**config.mk**
```make
export PLATFORM = sky130hd
export DESIGN_NAME = ysyx_041461_pipe_skid_reg
export DESIGN_NICKNAME = d
export VERILOG_FILES = /design/src/rtl/ysyx_041461_pipe_pkg.sv /design/src/rtl/ysyx_041461_sat_cnt.sv /design/src/rtl/ysyx_041461_pipe_skid_reg.sv
export SDC_FILE = /design/constraint.sdc
export NUM_CORES = 1
export LEC_CHECK = 0
export ABC_CLOCK_PERIOD_IN_PS = 26400
export CORE_UTILIZATION = 27
export DETAILED_ROUTE_END_ITERATION = 12
export SLEW_MARGIN = 20
export SYNTH_ARGS = -nofsm -noshare
export SYNTH_HDL_FRONTEND = slang
export SYNTH_HIERARCHICAL = 1
export SYNTH_SLANG_ARGS = --single-unit
```
**constraint.sdc**
```tcl
create_clock -name clk -period 26.4 [get_ports clk]
set_input_delay 5.28 -clock clk [delete_from_list [all_inputs] [get_ports clk]]
set_output_delay 5.28 -clock clk [all_outputs]
set_load 0.02 [all_outputs]
```
**src/rtl/ysyx_041461_pipe_pkg.sv**
```systemverilog
// ysyx_041461_pipe_pkg: stage-register state encoding and shared stage payload layout
package ysyx_041461_pipe_pkg;

   typedef enum logic [1:0] {
      ST_EMPTY = 2'd0,
      ST_ONE   = 2'd1,
      ST_FULL  = 2'd2
   } pipe_st_e;

   localparam int unsigned XLEN    = 64;
   localparam int unsigned PC_W    = 64;
   localparam int unsigned INST_W  = 32;
   localparam int unsigned REG_AW  = 5;
   localparam int unsigned CSR_AW  = 12;
   localparam int unsigned CTRL_W  = 16;

   // IF/ID payload: {pc, inst}
   localparam int unsigned IFID_INST_LSB = 0;
   localparam int unsigned IFID_PC_LSB   = IFID_INST_LSB + INST_W;
   localparam int unsigned IFID_W        = IFID_PC_LSB + PC_W;

   // ID/EXE payload: {pc, imm, csr, rs2, rs1, rd, ctrl}
   localparam int unsigned IDEX_CTRL_LSB = 0;
   localparam int unsigned IDEX_RD_LSB   = IDEX_CTRL_LSB + CTRL_W;
   localparam int unsigned IDEX_RS1_LSB  = IDEX_RD_LSB + REG_AW;
   localparam int unsigned IDEX_RS2_LSB  = IDEX_RS1_LSB + REG_AW;
   localparam int unsigned IDEX_CSR_LSB  = IDEX_RS2_LSB + REG_AW;
   localparam int unsigned IDEX_IMM_LSB  = IDEX_CSR_LSB + CSR_AW;
   localparam int unsigned IDEX_PC_LSB   = IDEX_IMM_LSB + XLEN;
   localparam int unsigned IDEX_W        = IDEX_PC_LSB + PC_W;

   // EXE/MEM payload: {pc, result, rd, ctrl}
   localparam int unsigned EXMEM_CTRL_LSB = 0;
   localparam int unsigned EXMEM_RD_LSB   = EXMEM_CTRL_LSB + CTRL_W;
   localparam int unsigned EXMEM_RES_LSB  = EXMEM_RD_LSB + REG_AW;
   localparam int unsigned EXMEM_PC_LSB   = EXMEM_RES_LSB + XLEN;
   localparam int unsigned EXMEM_W        = EXMEM_PC_LSB + PC_W;

   // MEM/WB payload: {wdata, rd, wen}
   localparam int unsigned MEMWB_WEN_LSB   = 0;
   localparam int unsigned MEMWB_RD_LSB    = MEMWB_WEN_LSB + 1;
   localparam int unsigned MEMWB_WDATA_LSB = MEMWB_RD_LSB + REG_AW;
   localparam int unsigned MEMWB_W         = MEMWB_WDATA_LSB + XLEN;

   function automatic logic st_has_entry(input pipe_st_e s);
      return s != ST_EMPTY;
   endfunction

   function automatic logic st_can_accept(input pipe_st_e s);
      return s != ST_FULL;
   endfunction

endpackage

```
**src/rtl/ysyx_041461_sat_cnt.sv**
```systemverilog
// ysyx_041461_sat_cnt: saturating event counter, async active-high reset
module ysyx_041461_sat_cnt #(
   parameter int unsigned CNT_W = 32
) (
   input  logic             clk,
   input  logic             rst,
   input  logic             inc,
   output logic [CNT_W-1:0] cnt
);

   logic [CNT_W-1:0] cnt_q, cnt_d;

   // count up by one per qualifying cycle, stick at all-ones
   always_comb cnt_d = (inc && !(&cnt_q)) ? cnt_q + CNT_W'(1) : cnt_q;

   // counter register, cleared only by reset
   always_ff @(posedge clk or posedge rst)
      if (rst) cnt_q <= '0;
      else     cnt_q <= cnt_d;

   assign cnt = cnt_q;

endmodule

```
**src/rtl/ysyx_041461_pipe_skid_reg.sv**
```systemverilog
// ysyx_041461_pipe_skid_reg: valid/ready stage register with 2-entry skid, kill and flush; perf counters under YSYX_041461_PIPE_PERF_EN
module ysyx_041461_pipe_skid_reg
   import ysyx_041461_pipe_pkg::*;
#(
   parameter int unsigned       DATA_W   = 128,
   parameter logic [DATA_W-1:0] RST_DATA = {DATA_W{1'b0}},
   parameter int unsigned       CNT_W    = 32
) (
   input  logic              clk,
   input  logic              rst,
   input  logic              flush,
   input  logic              in_valid,
   output logic              in_ready,
   input  logic              in_kill,
   input  logic [DATA_W-1:0] in_data,
   output logic              out_valid,
   input  logic              out_ready,
   output logic [DATA_W-1:0] out_data
`ifdef YSYX_041461_PIPE_PERF_EN
   ,
   output logic [CNT_W-1:0]  stall_cnt,
   output logic [CNT_W-1:0]  kill_cnt
`endif
);

   if (DATA_W < 1 || CNT_W < 1) begin : g_bad_param
      $error("ysyx_041461_pipe_skid_reg: DATA_W and CNT_W must be >= 1");
   end

   pipe_st_e          state_q;
   logic [DATA_W-1:0] main_q, skid_q;
   logic              out_valid_q, in_ready_q;
   logic              acc, cap, deq;

   // a killed beat completes its handshake but is never stored
   assign acc = in_valid & in_ready_q & ~flush;
   assign cap = acc & ~in_kill;
   assign deq = out_valid_q & out_ready;

   // occupancy FSM; handshake outputs are registered alongside the state so
   // in_ready never depends combinationally on out_ready
   always_ff @(posedge clk or posedge rst)
      if (rst) begin
         state_q     <= ST_EMPTY;
         main_q      <= RST_DATA;
         skid_q      <= RST_DATA;
         out_valid_q <= 1'b0;
         in_ready_q  <= 1'b1;
      end else if (flush) begin
         state_q     <= ST_EMPTY;
         out_valid_q <= 1'b0;
         in_ready_q  <= 1'b1;
      end else begin
         case (state_q)
            ST_EMPTY:
               if (cap) begin
                  state_q     <= ST_ONE;
                  main_q      <= in_data;
                  out_valid_q <= 1'b1;
               end
            ST_ONE:
               if (cap && deq) begin
                  main_q <= in_data;
               end else if (cap) begin
                  state_q    <= ST_FULL;
                  skid_q     <= in_data;
                  in_ready_q <= 1'b0;
               end else if (deq) begin
                  state_q     <= ST_EMPTY;
                  out_valid_q <= 1'b0;
               end
            ST_FULL:
               if (deq) begin
                  state_q    <= ST_ONE;
                  main_q     <= skid_q;
                  in_ready_q <= 1'b1;
               end
            default: begin
               state_q     <= ST_EMPTY;
               out_valid_q <= 1'b0;
               in_ready_q  <= 1'b1;
            end
         endcase
      end

   assign in_ready  = in_ready_q;
   assign out_valid = out_valid_q;
   assign out_data  = main_q;

`ifdef YSYX_041461_PIPE_PERF_EN
   ysyx_041461_sat_cnt #(.CNT_W(CNT_W)) u_stall_cnt (
      .clk (clk),
      .rst (rst),
      .inc (out_valid_q & ~out_ready),
      .cnt (stall_cnt)
   );

   ysyx_041461_sat_cnt #(.CNT_W(CNT_W)) u_kill_cnt (
      .clk (clk),
      .rst (rst),
      .inc (acc & in_kill),
      .cnt (kill_cnt)
   );
`endif

endmodule

```
; ---- After elaboration in Yosys (flattened, before gate mapping)
; Cells that the tools add are included.
[word_totals]
register_bits = 260
in_bits = 134
out_inout_bits = 130
wordCells = 56
[classes]
eq_ne = 14
muxes = 22
bitwise = 7
reduce_logical = 8
[ops]
columns = cell, count
row1 = $mux W128, 3
row2 = $pmux W128 S3, 1
row3 = $ne A3 B3 Y1 const B, 6
row4 = $mux W2, 6
row5 = $reduce_and A4 Y1, 3
row6 = $ne A2 B2 Y1 const B, 5
row7 = $reduce_and A5 Y1, 2
row8 = $mux W1, 9
row9 = $pmux W1 S3, 2
row10 = $pmux W2 S3, 1
row11 = $and A1 B1 Y1, 4
row12 = $ne A4 B4 Y1 const B, 1
row13 = $not A1 Y1, 3
row14 = $reduce_bool A3 Y1, 1
row15 = $eq A2 B1 Y1 const B, 1
row16 = $eq A2 B2 Y1 const B, 1
row17 = $logic_not A2 Y1, 1
row18 = $logic_and A1 B1 Y1, 1

; ---- Depth between registers and ports, before layout
; Gate-level depths: netlist of the first run.
[depth]
depth_word = 7
ltp_mapped = 5

; ---- Worst setup path before layout of the first run
; No wires, ideal clock.
[synth_path]
kind = input -> register
from = input port in_kill
to = register main_q[0], in the netlist out_data[0]
setup_time_ps = 125
arrival_time_ps = 6497
required_ps = 26275
slack_ps = 19778
cell_stages = 5
n_path_buf = 2
cell_sequence = nand4bb_1 a221oi_2 buf_4 buf_8 mux2_2
[synth_via]
elab_chain_len = 5
elab_cells_between_ends = 6
[synth_lines]
columns = element, line
row1 = start: declaration, ysyx_041461_pipe_skid_reg.sv:14  ; input logic in_kill,
row2 = $not A1 Y1 *, ysyx_041461_pipe_skid_reg.sv:37  ; assign cap = acc & ~in_kill;
row3 = $and A1 B1 Y1 *, ysyx_041461_pipe_skid_reg.sv:37
row4 = $logic_and A1 B1 Y1, ysyx_041461_pipe_skid_reg.sv:62  ; if (cap && deq) begin
row5 = $ne A2 B2 Y1 (no line), n/a
row6 = $reduce_and A5 Y1 (no line) *, n/a
row7 = end signal: assignment, ysyx_041461_pipe_skid_reg.sv:58  ; main_q <= in_data;
row8 = end signal: assignment, ysyx_041461_pipe_skid_reg.sv:63  ; main_q <= in_data;
row9 = end signal: assignment, ysyx_041461_pipe_skid_reg.sv:75  ; main_q <= skid_q;
row10 = end: declaration, ysyx_041461_pipe_skid_reg.sv:31  ; logic [DATA_W-1:0] main_q, skid_q;
; Mark *: on every way between the ends. The rest lies on a longest branch, timed or not.
; A chain may end at the register's enable or synchronous reset.

; ---- Worst setup path in the final report of the first run
[layout_path]
from = input port out_ready
to = register skid_q[36]
[layout_via]
elab_chain_len = 4
[layout_lines]
columns = element, line
row1 = start: declaration, ysyx_041461_pipe_skid_reg.sv:17  ; input logic out_ready,
row2 = $and A1 B1 Y1, ysyx_041461_pipe_skid_reg.sv:38  ; assign deq = out_valid_q & out_ready;
row3 = $logic_and A1 B1 Y1, ysyx_041461_pipe_skid_reg.sv:62
row4 = $not A1 Y1 (no line), n/a
row5 = $reduce_and A4 Y1 (no line), n/a
row6 = end signal: assignment, ysyx_041461_pipe_skid_reg.sv:66  ; skid_q <= in_data;
row7 = end: declaration, ysyx_041461_pipe_skid_reg.sv:31
; Every way passes these cells.

==> results by group, run 1 <==
Global route
  • First-pass GRT wire length: between 40000 and 50000 um
  • Met1 usage: 15.47%
  • Vias in the first global route: 7287
  • Tot GR Track Use: around an eighth
  • Initial antenna violation count: 1
  • Global routing's busiest layer: met2
  • GRT overflow: 0
  • Largest net degree at the start of global routing: 129
  • Met2 usage: between 10% and 20%
  • Met3 usage: 4.493%

Setup path
  • Worst-path maximum fanout: between 60 and 70
  • Critical Path RT: between 20000 and 30000 ps
  • CP Capture Type: flip-flop
  • Crit start category: primary input
  • CP arrival: 8220 ps
  • WS Path Type: primary input to flip-flop
  • Worst R2R Path Depth: 5

Hold path
  • HP Class: flip-flop to flip-flop
  • Hold path depth: 1

Cells and area
  • Most common cell after layout, fill and taps aside: mux2_2
  • Fill count: a little under 4000
  • Design area: 0.01539 mm^2
  • Share of layout cells above drive strength 1: between 40% and 50%
  • Layout overhead on the synthesized area: 35.02%
  • Commonest non-fill, non-tap cells in the layout: mux2_2 (384), clkdlybuf4s50_1 (263), dfrtp_1 (259), clkbuf_16 (31), clkbuf_1 (10)
  • # nets final: 1105
  • Reg area: 0.006507 mm^2
  • Footprint of the multi-input gates: roughly 0.0045 mm^2

Power and ir drop
  • Max IR drop VDD: 0.00004942 V
  • Cell Pwr Density: 92.82 mW/mm^2
  • Leakage: 6.527 nW

Logic synthesis
  • Seq/Total Area, Yosys: a little under three fifths
  • Syn. warnings: 6
  • Main combinational cell family by area after synthesis: multiplexers
  • Synth Area per Inst: 16.06 um^2
  • Post-synthesis simple-gate area fraction: 0.8232%
  • Post-synthesis compound-gate area fraction: 0.6256%
  • Synth Net Count: 844
  • Synth Area in XOR/XNOR: 0%
  • Adder-cell share of the synthesized area: 0%
  • Mux cell area share after synthesis: between 30 and 40%
  • Mapped cell area: 0.01140 mm^2
  • Syn Inst Count: between 700 and 800
  • Yosys reg bits: 260
  • Post-synthesis cell type count: 27

Floorplan
  • Initial Utilization: 27.67%
  • Die W: 207.5 um
  • CORE AREA: 0.04120 mm^2
  • Num ports: between 200 and 300
  • Num rows: 74
  • Die Ht: between 200 and 250 um
  • Die area: 0.04305 mm^2

STA
  • Part of the cycle the worst path needs: 29.45%
  • RSZ-0062 raised after global routing: false
  • Final setup fails: 0
  • Setup TNS: 0 ps
  • Fmax: 128.6 MHz
  • Max Slew Vio Count: 0
  • Worst slew pin tran: 983.0 ps
  • Clk_skew: between 6 and 7 ps
  • Max-Slew Margin vs Limit: 34.47%
  • Minimum clock period: 7774 ps
  • Final Hold Fails: 0

Run
  • Maxcap violations: 0

Clocking
  • CTS Buffer Depth: 3
  • Htree depth: 1
  • Post-CTS setup buffers: 0
  • CTS tree: yes
  • Root Buffer: clkbuf_16
  • Post-CTS Hold Fix Bufs: 0
  • Post-CTS Resized: 0
  • Reg clk slew, reported paths: approximately 60 ps
  • Clock latency on the worst-skew pair: 560 ps
  • Clk sinks: between 200 and 300
  • Num CTS Buffers: 31

Placement
  • Port Buf Inserts: approximately 260
  • Placed cell areas: roughly 0.014 mm^2
  • Placer Congestion: about 0.73
  • Hpwl dp: 15820 um

Drt
  • Post-DRT Antenna Nets: 0
  • Post-DR vias/cell: between 4 and 5
  • Routed wire length: 25710 um
  • Wire per inst: 16.85 um
  • # DRC: 0
  • Vias: 6702
  • DRT iter0 DRCs: 262
  • 1st-pass router iterations: 4

Outcome
  • Status: complete, no violations
==> sequential cells by signal, summed over array words and instances, names as in the netlist <==
register / cells
state_q: 2
out_valid: 1
out_data: 128
skid_q: 128
in_ready: 1
==> kinds of logic after synthesis <==
kind of cell / after synthesis
multiplexers: 384
flip-flops: 260
AO/OA/AOI/OAI: 9
buffers and inverters: 44
AND/OR/NAND/NOR: 13
==> final timing paths <==
path,from,end,slack (ps)
max,out_ready,skid_q[36],18630
min,skid_q[39],skid_q[39],500
max reg2reg,state_q[1],skid_q[36],23300
min reg2reg,skid_q[39],skid_q[39],500
max in group asynchronous,rst,out_data[65],19580
min in group asynchronous,rst,skid_q[63],5310
==> area by class of cell <==
cell class,count,share of cell area [%]
multi-input combinational,406,29.29
antenna,2,0.03251
timing repair buffer,270,17.53
inverter,2,0.09754
sequential,260,42.28
tap,532,4.324
clock buffer,48,5.910
clock inverter,6,0.5446
==> metal layers <==
metal	routed length (um)	part of all wire [%]
met1	11360	44
met2	11650	45
met3	2196	8.5
met4	492	1.9
met5	0	0
==> Yosys cell counts, drive strengths merged <==
cell / n / area share [%]
a221oi: 2 / 0.21
nand3b: 2 / 0.13
and4bb: 1 / 0.11
nand2b: 1 / 0.055
or2: 2 / 0.11
buf: 41 / 3.4
nand3: 1 / 0.044
dfrtp: 259 / 57
mux2: 384 / 38
nor2: 1 / 0.033
a211o: 1 / 0.077
a21oi: 1 / 0.044
a31oi: 1 / 0.055
nand4b: 2 / 0.15
clkbuf: 1 / 0.033
nand4bb: 1 / 0.099
a21o: 3 / 0.20
dfstp: 1 / 0.23
o21ai: 1 / 0.044
nand2: 1 / 0.033
inv: 2 / 0.066
or3: 1 / 0.055
==> critical path, stage by stage <==
cell             delay (ps)
clkdlybuf4s50_1         530
nand2_1                 180
nand4b_1                150
buf_4                   700
buf_4                   800
mux2_2                  420
==> where the power goes <==
group / internal [W] / switching (W) / leakage [nW]
registers: 0.000530 / 0.0000625 / 3.22
logic: 0.000239 / 0.000178 / 2.81
clock network: 0.000253 / 0.000165 / 0.489
==> through the flow <==
step | hold WS (ps) | total power [W] | std cells | setup slack [ps] | util, %
after floorplan | 475.3 | 0.0008198 | 710 | 13970 | -
after global placement | 482.9 | 0.001012 | 1470 | 17960 | 34.93
after detailed placement | 489.7 | 0.001023 | 1470 | 17980 | 34.93
after CTS | 502.0 | 0.001455 | 1524 | 18590 | 37.35
after global routing | 511.1 | 0.001506 | 1524 | 18420 | 37.35
final | 499.7 | 0.001429 | 1526 | 18630 | 37.36
Power figures use the tool's default switching activity.
==> inputs of run 2 (changes only) <==
--- a/config.mk
+++ b/config.mk
@@ -5,7 +5,7 @@
 export SDC_FILE = /design/constraint.sdc
 export NUM_CORES = 1
 export LEC_CHECK = 0
-export ABC_CLOCK_PERIOD_IN_PS = 26400
+export ABC_CLOCK_PERIOD_IN_PS = 6500
 export CORE_UTILIZATION = 27
 export DETAILED_ROUTE_END_ITERATION = 12
 export SLEW_MARGIN = 20
==> constraint.sdc (replaced) <==
create_clock -name clk -period 6.5 [get_ports clk]
set_input_delay 1.3 -clock clk [delete_from_list [all_inputs] [get_ports clk]]
set_output_delay 1.3 -clock clk [all_outputs]
set_load 0.02 [all_outputs]
==> run 2 against run 1 <==
- global-route usage decreased by 0.060 points
- design area increased by 0.32%
- clock power increased to 4.0 times the previous value
- wire length shrank 0.11%
- sequential share of layout area is 0.14 points lower
- sequential cell count unchanged
- clock skew rose by 6.2 ps
- highest routed layer unchanged
- final cell count up 0.20%
- first-iteration DRC count is 45% lower
- largest power group unchanged
- setup slack got worse by 15000 ps
- critical path type unchanged
==> results by group, run 2 (synthesis gave the netlist of run 1 again) <==
Drt
  • Post-DRT Antenna Nets: 0
  • Vias: about 7000
  • Post-DR vias/cell: between 4 and 5
  • Wire per inst: approximately 17 um
  • Routed wire length: 25680 um
  • DRT iter0 DRCs: about 140
  • # DRC: 0
  • 1st-pass router iterations: 4

STA
  • Max Slew Vio Count: 0
  • Final setup fails: 0
  • Max-Slew Margin vs Limit: 46.44%
  • Minimum clock period: 3211 ps
  • Clk_skew: about 13 ps
  • Hold slack: 501.1 ps
  • Worst slew pin tran: 803.4 ps
  • Setup TNS: 0 ps
  • Part of the cycle the worst path needs: 49.39%
  • Final Hold Fails: 0
  • Fmax: 311.5 MHz
  • RSZ-0062 raised after global routing: false

Global route
  • First-pass GRT wire length: 41940 um
  • Vias in the first global route: 7280
  • Largest net degree at the start of global routing: 170
  • Tot GR Track Use: roughly an eighth
  • GRT overflow: 0
  • Initial antenna violation count: 0

Placement
  • Hpwl dp: 15930 um
  • Port Buf Inserts: roughly 260
  • Placer Congestion: 0.7300

Clocking
  • Root Buffer: clkbuf_16
  • Reg clk slew, reported paths: 60 ps
  • Clock latency on the worst-skew pair: 570 ps
  • CTS Buffer Depth: 3
  • Post-CTS setup buffers: 0
  • Post-CTS Hold Fix Bufs: 0
  • Post-CTS Resized: 0
  • CTS tree: yes
  • Clk sinks: 260
  • Num CTS Buffers: 31
  • Htree depth: 1

Floorplan
  • Initial Utilization: 27.67%
  • Num ports: between 200 and 300
  • CORE AREA: 0.04120 mm^2
  • Die W: roughly 210 um
  • Num rows: 74
  • Die area: 0.04305 mm^2
  • Die Ht: 207.5 um

Cells and area
  • # nets final: 1107
  • Antenna diodes: 0
  • Fill count: 3926
  • Layout overhead on the synthesized area: 35.46%
  • Commonest non-fill, non-tap cells in the layout: mux2_2 (384), clkdlybuf4s50_1 (263), dfrtp_1 (259), clkbuf_16 (31), clkbuf_8 (8)
  • Share of layout cells above drive strength 1: a little under half
  • Most common cell after layout, fill and taps aside: mux2_2

Power and ir drop
  • Pwr Total: 0.005802 W
  • Cell Pwr Density: 375.8 mW/mm^2
  • Leakage: 6.548 nW
  • Max IR drop VDD: 0.0001998 V

Hold path
  • Hold path depth: 1
  • Hold path startpoint: skid_q[30]
  • Hold path endpoint: skid_q[30]
  • HP Class: flip-flop to flip-flop

Run
  • Maxcap violations: 0

Setup path
  • Reg-to-reg critical path startpoint: state_q[0]
  • R2R setup slack: about 3900 ps
  • R2R Path End: out_data[46]
  • CP Capture Type: flip-flop
  • Worst R2R Path Depth: 4
  • CP arrival: 3650 ps
  • Crit start category: primary input
  • WS Path Type: primary input to flip-flop
  • Critical Path RT: ~6900 ps
  • Worst-path maximum fanout: 49

Outcome
  • Status: complete, no violations
## run 2: per-stage QoR
stage	utilization [%]	std cells	area [um^2]	setup slack (ps)
floorplan	-	710	11400	1773
detailed placement	34.97	1471	14410	2663
finish	37.48	1529	15440	3289
global placement	34.97	1471	14410	2689
global route	37.48	1529	15440	3160
CTS	37.41	1528	15410	3288
## run 2: layer usage
layer / track usage [%] / vias to the layer above / share of wire [%]
li1: - / 3089 / -
met1: 16.00 / 3505 / 46
met2: 18.97 / 172 / 45
met3: 3.419 / 38 / 6.6
met4: 3.628 / 0 / 2.2
met5: 0 / - / 0
## run 2: report_power, final
| part | internal (W) | total [W] | switching, W | leakage [nW] |
|---|---|---|---|---|
| clock network | 0.00100 | 0.00169 | 0.000689 | 0.494 |
| logic | 0.000973 | 0.00170 | 0.000729 | 2.83 |
| registers | 0.00215 | 0.00241 | 0.000253 | 3.22 |
## run 2: worst max path at each step
stage                  end  cells past startpoint      start
2_1_floorplan  out_data[0]                      1        rst
5_1_grt         skid_q[50]                      6  out_ready
4_1_cts         skid_q[50]                      6    in_kill
6_report        skid_q[50]                      6    in_kill
3_5_place_dp    skid_q[46]                      6    in_kill
3_3_place_gp    skid_q[31]                      6    in_kill
## run 2: cell type report
type | instances | area, um^2 | share of cell area [%]
Clock buffer | 46 | 912.1 | 5.907
Clock inverter | 11 | 92.59 | 0.5996
Inverter | 2 | 11.26 | 0.07292
Multi-Input combinational cell | 406 | 4508 | 29.19
Sequential cell | 260 | 6507 | 42.14
Tap cell | 532 | 665.6 | 4.310
Timing Repair Buffer | 272 | 2745 | 17.78
## run 2: critical path, stage by stage
cell	delay [ps]
clkdlybuf4s50_1	480
and4bb_2	260
nand4b_1	120
buf_4	370
buf_4	610
mux2_2	410
